==> src/rtl/concat_pkg.sv <==
// Shared width defaults for the 26+6 -> 32 bit concatenation block.
package concat_pkg;

  localparam int unsigned MAIN_W_DEF = 26;
  localparam int unsigned CONC_W_DEF = 6;
  localparam int unsigned OUT_W_DEF  = 32;

endpackage

==> src/rtl/concat_pipe_reg.sv <==
// Single pipeline register stage with load-enable, hold and a valid flag.
// Asynchronous active-high reset clears both data and valid.
module concat_pipe_reg #(
  parameter int unsigned Width = 32
) (
  input  logic             clk_i,
  input  logic             rst_i,
  input  logic             load_i,
  input  logic             hold_i,
  input  logic [Width-1:0] d_i,
  output logic [Width-1:0] q_o,
  output logic             valid_o
);

  logic [Width-1:0] data_d, data_q;
  logic             valid_d, valid_q;

  // Hold wins over load; without load the data is kept but valid drops.
  always_comb begin
    data_d  = data_q;
    valid_d = valid_q;
    if (!hold_i) begin
      valid_d = load_i;
      if (load_i) begin
        data_d = d_i;
      end
    end
  end

  always_ff @(posedge clk_i or posedge rst_i) begin
    if (rst_i) begin
      data_q  <= '0;
      valid_q <= 1'b0;
    end else begin
      data_q  <= data_d;
      valid_q <= valid_d;
    end
  end

  assign q_o     = data_q;
  assign valid_o = valid_q;

endmodule

==> src/rtl/concatenate_26_to_32_bit.sv <==
// Builds o = {in_conc, in_main} combinationally plus a one-stage registered copy.
// Define CONCAT_PARITY_EN to add parity_q, the XOR reduction of the captured word.
module concatenate_26_to_32_bit
  import concat_pkg::*;
#(
  parameter int unsigned MAIN_W = MAIN_W_DEF,
  parameter int unsigned CONC_W = CONC_W_DEF,
  parameter int unsigned OUT_W  = OUT_W_DEF
) (
  input  logic              clk,
  input  logic              rst,
  input  logic              in_valid,
  input  logic              hold,
  input  logic [MAIN_W-1:0] in_main,
  input  logic [CONC_W-1:0] in_conc,
  output logic [OUT_W-1:0]  o,
  output logic [OUT_W-1:0]  o_q,
`ifdef CONCAT_PARITY_EN
  output logic              parity_q,
`endif
  output logic              out_valid
);

  if (MAIN_W + CONC_W != OUT_W) begin : g_width_err
    $error("concatenate_26_to_32_bit: MAIN_W + CONC_W must equal OUT_W");
  end

  assign o = {in_conc, in_main};

`ifdef CONCAT_PARITY_EN
  // Parity rides in the top bit of the stage so it follows o_q exactly.
  logic [OUT_W:0] stage_d, stage_q;

  assign stage_d  = {^o, o};
  assign o_q      = stage_q[OUT_W-1:0];
  assign parity_q = stage_q[OUT_W];

  concat_pipe_reg #(
    .Width (OUT_W + 1)
  ) u_pipe_reg (
    .clk_i   (clk),
    .rst_i   (rst),
    .load_i  (in_valid),
    .hold_i  (hold),
    .d_i     (stage_d),
    .q_o     (stage_q),
    .valid_o (out_valid)
  );
`else
  concat_pipe_reg #(
    .Width (OUT_W)
  ) u_pipe_reg (
    .clk_i   (clk),
    .rst_i   (rst),
    .load_i  (in_valid),
    .hold_i  (hold),
    .d_i     (o),
    .q_o     (o_q),
    .valid_o (out_valid)
  );
`endif

endmodule

==> config.mk <==
export PLATFORM = sky130hd
export DESIGN_NAME = concatenate_26_to_32_bit
export DESIGN_NICKNAME = d
export VERILOG_FILES = /design/src/rtl/concat_pkg.sv /design/src/rtl/concat_pipe_reg.sv /design/src/rtl/concatenate_26_to_32_bit.sv
export SDC_FILE = /design/constraint.sdc
export NUM_CORES = 1
export LEC_CHECK = 0
export ABC_CLOCK_PERIOD_IN_PS = 1320
export CORE_MARGIN = 8
export CORE_UTILIZATION = 38
export CTS_BUF_LIST = sky130_fd_sc_hd__clkbuf_4 sky130_fd_sc_hd__clkbuf_8
export CTS_CLUSTER_SIZE = 28
export DETAILED_ROUTE_END_ITERATION = 7
export HOLD_SLACK_MARGIN = 0.15
export PLACE_DENSITY = 0.83
export SLEW_MARGIN = 30
export SYNTH_ARGS = -nofsm -noshare
export SYNTH_HDL_FRONTEND = slang
export SYNTH_HIERARCHICAL = 1
export SYNTH_SLANG_ARGS = --single-unit
==> constraint.sdc <==
create_clock -name clk -period 1.32 [get_ports clk]
set_clock_uncertainty 0.05 [all_clocks]
set_input_delay 0.264 -clock clk [delete_from_list [all_inputs] [get_ports clk]]
set_output_delay 0.264 -clock clk [all_outputs]
set_load 0.01 [all_outputs]
==> flow_metrics.py <==
metrics = {
    "status": {
        "status": "completed",
    },
    "cts": {
        "clk_pin_slew_ns": 0.06,
        "root_buffer": "clkbuf_8",
        "cts_num_sinks": 33,
        "cts_buffers": 5,
        "cts_buffer_depth": 2,
        "cts_tree": "yes",
        "clock_latency_ns": 0.27,
        "h-tree-depth": 2,
    },
    "pwr": {
        "leakage_nw": 1.32,
        "ir_worst_vdd_mv": 0.647,
        "p_per_area_nw_per_um2": 1120,
        "power_mw": 2.93,
    },
    "route": {
        "drt_iter0_markers": 13,
        "dr.pass1.iters": 2,
        "antenna_left": 0,
        "wire_per_inst_um": 18.2,
        "drt-total-wl_um": 4650,
        "vias": 1130,
        "via_per_inst": 4.43,
        "drc": 0,
    },
    "yosys": {
        "ys_types": 8,
        "syn_area_um2": 1600,
        "synth.area.top_cells": "dfrtp_1, mux2_4, buf_4",
        "synthXorXnorAreaFrac_pct": 0,
        "yosys_warnings": 6,
        "synth_fa_ha_area_share_pct": 0,
        "synth_compound_area_share_pct": 0.470,
        "yosysSeqAreaShare_pct": 51.7,
        "syn_avg_cell_area_um2": 15.4,
        "syn_inst": 104,
        "synth_mux_area_share_pct": 29.4,
        "synth.top_cell.area_share_pct": 51.7,
        "syn-num-nets": 140,
        "synth_top_family_by_area": "multiplexers",
        "synth_top_area_cell": "dfrtp_1",
        "synth_seq_cells": 33,
        "yosys.area_share.simple_pct": 0.392,
    },
    "placed_design": {
        "dp_hpwl_um": 3650,
        "gp_congestion": 0.748,
        "dpl.cell_count": 244,
        "io_buffers": 100,
    },
    "cells_and_area": {
        "stdcell_count": 255,
        "drive_gt1_share_pct": 48.8,
        "layout_commonest_cell": "dlygate4sd2_1",
        "mostFrequentLayoutCells": "dlygate4sd2_1, clkdlybuf4s50_1, dfrtp_1",
        "fillers": 334,
        "layout.nets": 240,
        "syn2layout_area_growth_pct": 63.4,
        "diodes": 0,
    },
    "worst_setup_path": {
        "critPathBufInv": 2,
        "arrival_ns": 0.99,
        "crit_chain": "clkdlybuf4s50_1 > clkdlybuf4s15_2",
        "end_kind": "primary output",
        "path_class": "in -> out",
        "slowest_stage": "clkdlybuf4s50_1",
        "cpLargestDelayFamily": "buffers and inverters",
        "start_kind": "input port",
        "max_stage_delay_ns": 0.49,
        "required_ns": 1.01,
        "cp_max_fo": 2,
    },
    "global_route": {
        "antenna_found_initial": 0,
        "grt_overflow_total": 0,
        "globalRouteTotalUtil_pct": 14.5,
        "grt_pass1_vias": 1392,
        "grt_pass1_wl_um": 7160,
        "grt_max_degree": 19,
    },
    "floorplan": {
        "die_x_um": 80.8,
        "core_area_um2": 4030,
        "start_util_pct": 39.7,
        "die_area_um2": 6540,
        "die-height_um": 80.8,
        "io_pins": 101,
        "rows": 23,
    },
    "timing": {
        "setup_viol": 0,
        "tightestPinTransition_ns": 0.225,
        "period_minus_slack_ns": 1.31,
        "hold_viol_final": 0,
        "rsz0062_at_grt": "false",
        "finalSetupTns_ns": 0,
        "max_freq_mhz": 765,
        "holdWs_ns": 0.295,
        "slew_viol_final": 0,
        "max_slew_margin_pct": 85.0,
        "fin_crit_sh_pct": 99.0,
    },
    "job": {
        "cap_violations": 0,
    },
    "hold_path": {
        "holdCritPathClass": "in -> async",
    },
}
[cell type report]
cell class,instances,area (µm²),area share [%]
repair buffers,129,1120,43.0
flip-flops and latches,33,826,31.6
multi-input cells,34,494,18.9
clock buffers,7,96.3,3.69
well taps,50,62.6,2.40
clock inverters,1,5.00,0.192
inverters,1,3.75,0.144
[final timing paths]
check | start | end | slack (ns) | cells after the start
hold reg to reg | u_pipe_reg/q_o[7]$_DFFE_PP0P_ | u_pipe_reg/q_o[7]$_DFFE_PP0P_ | 0.45 | 1
hold / removal | rst | u_pipe_reg/q_o[21]$_DFFE_PP0P_ | 0.29 | 3
min in group clk | hold | u_pipe_reg/valid_o$_DFFE_PP0N_ | 0.40 | 2
max in group asynchronous | rst | u_pipe_reg/q_o[1]$_DFFE_PP0P_ | 0.72 | 3
setup / recovery | in_main[13] | o[13] | 0.01 | 2
setup reg to reg | u_pipe_reg/q_o[10]$_DFFE_PP0P_ | u_pipe_reg/q_o[10]$_DFFE_PP0P_ | 0.49 | 1
[cells in the mapped netlist (all sizes together)]
cell	number
buf	36
dfrtp	33
mux2	32
a21o	1
inv	1
nor2b	1
[report_power, final]
part	internal [mW]	switching (mW)	total (mW)
clock	0.470	0.337	0.807
sequential	1.16	0.0837	1.24
combinational	0.546	0.331	0.877
total	2.18	0.752	2.93
[cells by family after synthesis]
logic type             count (synthesis)
AO/OA/AOI/OAI                          1
buffers and inverters                 37
flip-flops                            33
AND/OR/NAND/NOR                        1
multiplexers                          32
[what timing repair did]
| item | in CTS | in global routing |
|---|---|---|
| endpoints found under the setup margin | 89 | 25 |
| gates cloned | 2 | 0 |
| hold buffers | 0 | 0 |
| setup buffers | 1 | 0 |
| gates resized for setup | 113 | 27 |
[state kept, by name, summed over array words and instances, names as in the netlist]
name / flops
u_pipe_reg/q_o: 32
u_pipe_reg/valid_o: 1
[metrics by stage]
| step | setup slack [ns] | util (%) | instance area [µm²] |
|---|---|---|---|
| detailed placement | -0.344 | 64.3 | 2590 |
| global route | 0.0000228 | 64.8 | 2610 |
| CTS | 0.00000644 | 67.9 | 2740 |
| floorplan | 0.155 | - | 1600 |
| finish | 0.0135 | 64.8 | 2610 |
| global placement | -0.308 | 64.3 | 2590 |
[routing by layer]
metal  vias up  share of wire, %  track usage [%]
met4         0               1.7             5.54
li1        519                 -                -
met1       548                33             12.9
met5         -                 0                0
met3         7               9.3             5.74
met2        56                56             28.3
Power figures use the tool's default switching activity.
==> edit 1 (same settings) <==
Build with the macro `CONCAT_PARITY_EN` defined.
--- a/src/rtl/concatenate_26_to_32_bit.sv
+++ b/src/rtl/concatenate_26_to_32_bit.sv
@@ -1,4 +1,6 @@
 // Builds o = {in_conc, in_main} combinationally plus a one-stage registered copy.
 // Define CONCAT_PARITY_EN to add parity_q, the XOR reduction of the captured word.
+`define CONCAT_PARITY_EN
+
 module concatenate_26_to_32_bit
   import concat_pkg::*;
Check against the original RTL (old outputs only; new: parity_q): equivalent (equiv_simple and equiv_induct, registers matched by name and starting in step).
==> edit 1 against the original RTL <==
Via count rose by 18%. Power rose by 16%. Design area rose by 23%. Wire length rose by 11%. Sequential cell count rose by 1. First-iteration DRC count rose to 5.5 times the old value. Synthesized area rose by 19%. Worst setup slack improved by 11 ps. Largest power group is now combinational cells. Worst hold slack got worse by 120 ps.
==> edit 1: results (changes against the original RTL) <==
Placement
The total placed instance area is 0.00302 sq mm (+16%). The count of input and output buffers is 101 (+1.0%). The detailed placer's ending HPWL was 3.89 mm (+6.6%). The final weighted congestion in routability-driven placement is 0.728 (-2.7%). The placed instance count is 302 (+24%).

The worst setup timing slack at the placement stage came to -745 ps (-401 ps).

Layout
The fraction of standard cell area in multi-input logic is 31.2% (+12 points). The number of flip-flops under the largest register name is 33 (+3.1%). The clock buffer and inverter area fraction after layout came to 2.62% (-1.3 points). The number of fill cells is 387 (+16%). The number of sequential storage elements is 34 (+3.0%).

The final core utilization is 66.8% (+2.0 points). The register share of the cell area came to 26.6% (-5.0 points). The count of non-CTS buffers in the layout came to 135 (+4.7%).

The net count of the finished layout is 279 (+16%). The count of multi-input gates was 66 (+94%).

Yosys
Ranked by total cell area, the synthesized netlist is headed by sky130_fd_sc_hd__dfrtp_1 45%, sky130_fd_sc_hd__mux2_4 23%, sky130_fd_sc_hd__xnor2_1 13%. Ranked by instance count, the synthesized netlist is headed by 34 x sky130_fd_sc_hd__dfrtp_1, 32 x sky130_fd_sc_hd__buf_4, 29 x sky130_fd_sc_hd__mux2_4. The cell count after synthesis was 137 (+32%). The mux contribution to synthesized area is 25.2% (-4.2 points). The area fraction in compound gates after synthesis is 0.394% (-0.076 points). The sequential element share of the synthesized area was 44.6% (-7.0 points).

The XOR/XNOR share of the synthesized area is 14.2% (+14 points).

Worst setup path
The largest individual stage delay along the critical path comes from the cell sky130_fd_sc_hd__mux2_4. In this run the critical register-to-register path is launched from u_pipe_reg/q_o[5]. The largest stage delay on the critical path came to 250 ps (-240 ps).

Detailed routing
The routed wire length is 5.17 mm (+11%). The violation count after the first detailed-route iteration is 71 (+58). The routed via count is 1338 (+18%).

Hold path
In this run the worst hold path is classified as input pin to register.

Clocking
The post-cts repair resize count is 208 (+84%).

GRT
The overall routing resource usage is 13.4% (-1.1 points). The via count of the first global-routing pass came to 1555 (+12%).

STA
The worst-case headroom to the max-slew limit is 86.5% (+1.5 points).

Outcome
The run finished with clean final reports.

Pwr
The internal power summed over all cells came to 2430 uW (+12%). The worst ir drop on vdd came to 0.537 mV (-17%). The power after layout is 3390 uW (+16%). The leakage power figure is 0.00161 uW (+22%). The clock network fraction of design power is 22.0% (-5.6 points).

Floorplanning
The area of the core is 0.00479 sq mm (+19%).
edit 1: layer usage:
metal / vias to the layer above / wire length [um] / share of wire (%) / global-route usage (%)
met5: - / 0 / 0 / 0
met4: 0 / 48 / 0.93 / 3.76
met3: 6 / 448 / 8.7 / 6.52
met2: 64 / 2600 / 50 / 22.8
met1: 645 / 2060 / 40 / 14.3
li1: 623 / - / - / -
edit 1: worst max-delay path by stage:
stage                startpoint                  to
global placement    in_main[14]  u_pipe_reg/q_o[32]
CTS                 in_main[17]  u_pipe_reg/q_o[32]
detailed placement  in_main[14]  u_pipe_reg/q_o[32]
floorplan            in_main[3]  u_pipe_reg/q_o[32]
finish              in_main[15]  u_pipe_reg/q_o[32]
global route         in_main[1]  u_pipe_reg/q_o[32]
edit 1: critical path, delay by kind of cell:
family	cells	cell delay (ps)
xor+xnor	5	760
buf+inv	1	130
mux	1	250
==> edit 2 (config.mk and constraints unchanged) <==
Without the edit above. `data_q` no longer has a reset.
--- a/src/rtl/concat_pipe_reg.sv
+++ b/src/rtl/concat_pipe_reg.sv
@@ -30,10 +30,12 @@
   always_ff @(posedge clk_i or posedge rst_i) begin
     if (rst_i) begin
-      data_q  <= '0;
       valid_q <= 1'b0;
     end else begin
-      data_q  <= data_d;
       valid_q <= valid_d;
     end
+  end
+
+  always_ff @(posedge clk_i) begin
+    data_q <= data_d;
   end
 
Behaviour: not the same (Yosys sat finds a counterexample within 4 cycles, from zero or initial values and one cycle with rst high).
==> edit 2 against the original RTL <==
Design area down 24%. Utilization shrank 3.6 points. Synthesized area down 22%. Sequential cell count is the same. Wire length is 31% lower. Sequential share of layout area is 18 points higher. Worst setup slack better by 6.3 ps. Die area fell by 17%. Register-to-register slack better by 30 ps. Synthesized cell count decreased by 35%. Largest cell class is now registers.
Power is not compared: it rests on default switching activity, and its combinational part moved more than twofold at a synthesized area within 25%.
==> edit 2: results (changes against the original RTL) <==
Worst setup path
The source of the worst register-to-register timing path is u_pipe_reg/valid_o. The register-to-register setup slack is 520 ps (+30 ps). The startpoint of the worst setup timing path is in_main[20]. The worst flop-to-flop path endpoint is u_pipe_reg/valid_o.

Layout
The fraction of final layout cells with drive strength greater than 1 is 38.5% (-10 points). The register share of the cell area is 49.4% (+18 points). The net count of the finished layout is 183 (-24%).

The count of non-CTS buffers in the layout is 104 (-19%). The fraction of area in non-clock buffers is 43.6% (+0.55 points). The clock buffer and inverter area fraction after layout is 2.76% (-1.1 points). The fraction of standard cell area in multi-input logic is 1.19% (-18 points). The total of clock buffers placed in the layout is 6 (-1).

STA
The post-route minimum period was 1300 ps (-6.30 ps). The final hold slack is 465 ps (+171 ps).

Placement
The final weighted congestion in routability-driven placement is 0.632 (-16%). The worst setup timing slack at the placement stage is -309 ps (+34.9 ps).

Clocking
The number of buffers added for setup after CTS is 0 (-1). The number of hold-repair buffers added at the cts stage came to 1 (+1). The post-cts repair resize count is 125 (+11%). Clock tree synthesis selected as its root buffer the cell sky130_fd_sc_hd__clkbuf_4. The later-pin clock latency in the skew report is 320 ps (+50 ps). The register clock-pin slew on the reported worst setup and hold paths is 100 ps (+40 ps).

Detailed routing
The total length of routed met2 wires is 1.68 mm (-36%). The routed length on met1 was 1.10 mm (-28%). The violation count after the first detailed-route iteration came to 34 (+21). The per-cell routed wire length came to 16.5 um (-9.5%). The met3 wirelength from detailed routing is 416 um (-3.5%).

GRT
The pin count of the biggest net entering global routing was 18 (-1). The via count of the first global-routing pass is 926 (-33%). The met1 usage is 11.2% (-1.8 points). The wire length of the first global-routing pass is 4.82 mm (-33%).

The met3 usage is 8.32% (+2.6 points). The overall routing resource usage is 12.3% (-2.2 points).

Yosys
The number of flops mapped to enable cells by yosys is 32 (+32). Yosys attributes the largest share of cell area to sky130_fd_sc_hd__edfxtp_1 77%, sky130_fd_sc_hd__buf_4 19%, sky130_fd_sc_hd__dfrtp_1 2.0%. The area fraction in compound gates after synthesis is 0% (-0.47 points).

The fraction of registers with async set or reset after synthesis is 3.03% (-97 points). The mux contribution to synthesized area is 1.20% (-28 points). The count of unique library cells instantiated by Yosys is 6 (-2). The primary flip-flop cell chosen by synthesis mapping is sky130_fd_sc_hd__edfxtp_1.

Hold path
In this run the worst hold path is classified as input pin to register.

Outcome
The run finished with clean final reports.
==> edit 2: worst min path at each step <==
| stage | from | end | cells after the start |
|---|---|---|---|
| after detailed placement | rst | u_pipe_reg/valid_o | 2 |
| final | in_main[19] | u_pipe_reg/q_o[19] | 1 |
| after global routing | in_main[8] | u_pipe_reg/q_o[8] | 1 |
| after CTS | in_main[19] | u_pipe_reg/q_o[19] | 1 |
| after floorplan | rst | u_pipe_reg/valid_o | 1 |
| after global placement | rst | u_pipe_reg/valid_o | 2 |
==> edit 2: per-stage QoR <==
| step | cell area [sq um] | std cells | util [%] | total power (uW) |
|---|---|---|---|---|
| after floorplan | 1250 | 68 | - | 1430 |
| after global placement | 2120 | 185 | 65.1 | 1730 |
| after detailed placement | 2120 | 185 | 65.1 | 1740 |
| after CTS | 2180 | 194 | 66.9 | 2230 |
| after global routing | 2000 | 194 | 61.3 | 2260 |
| final | 2000 | 194 | 61.3 | 2150 |
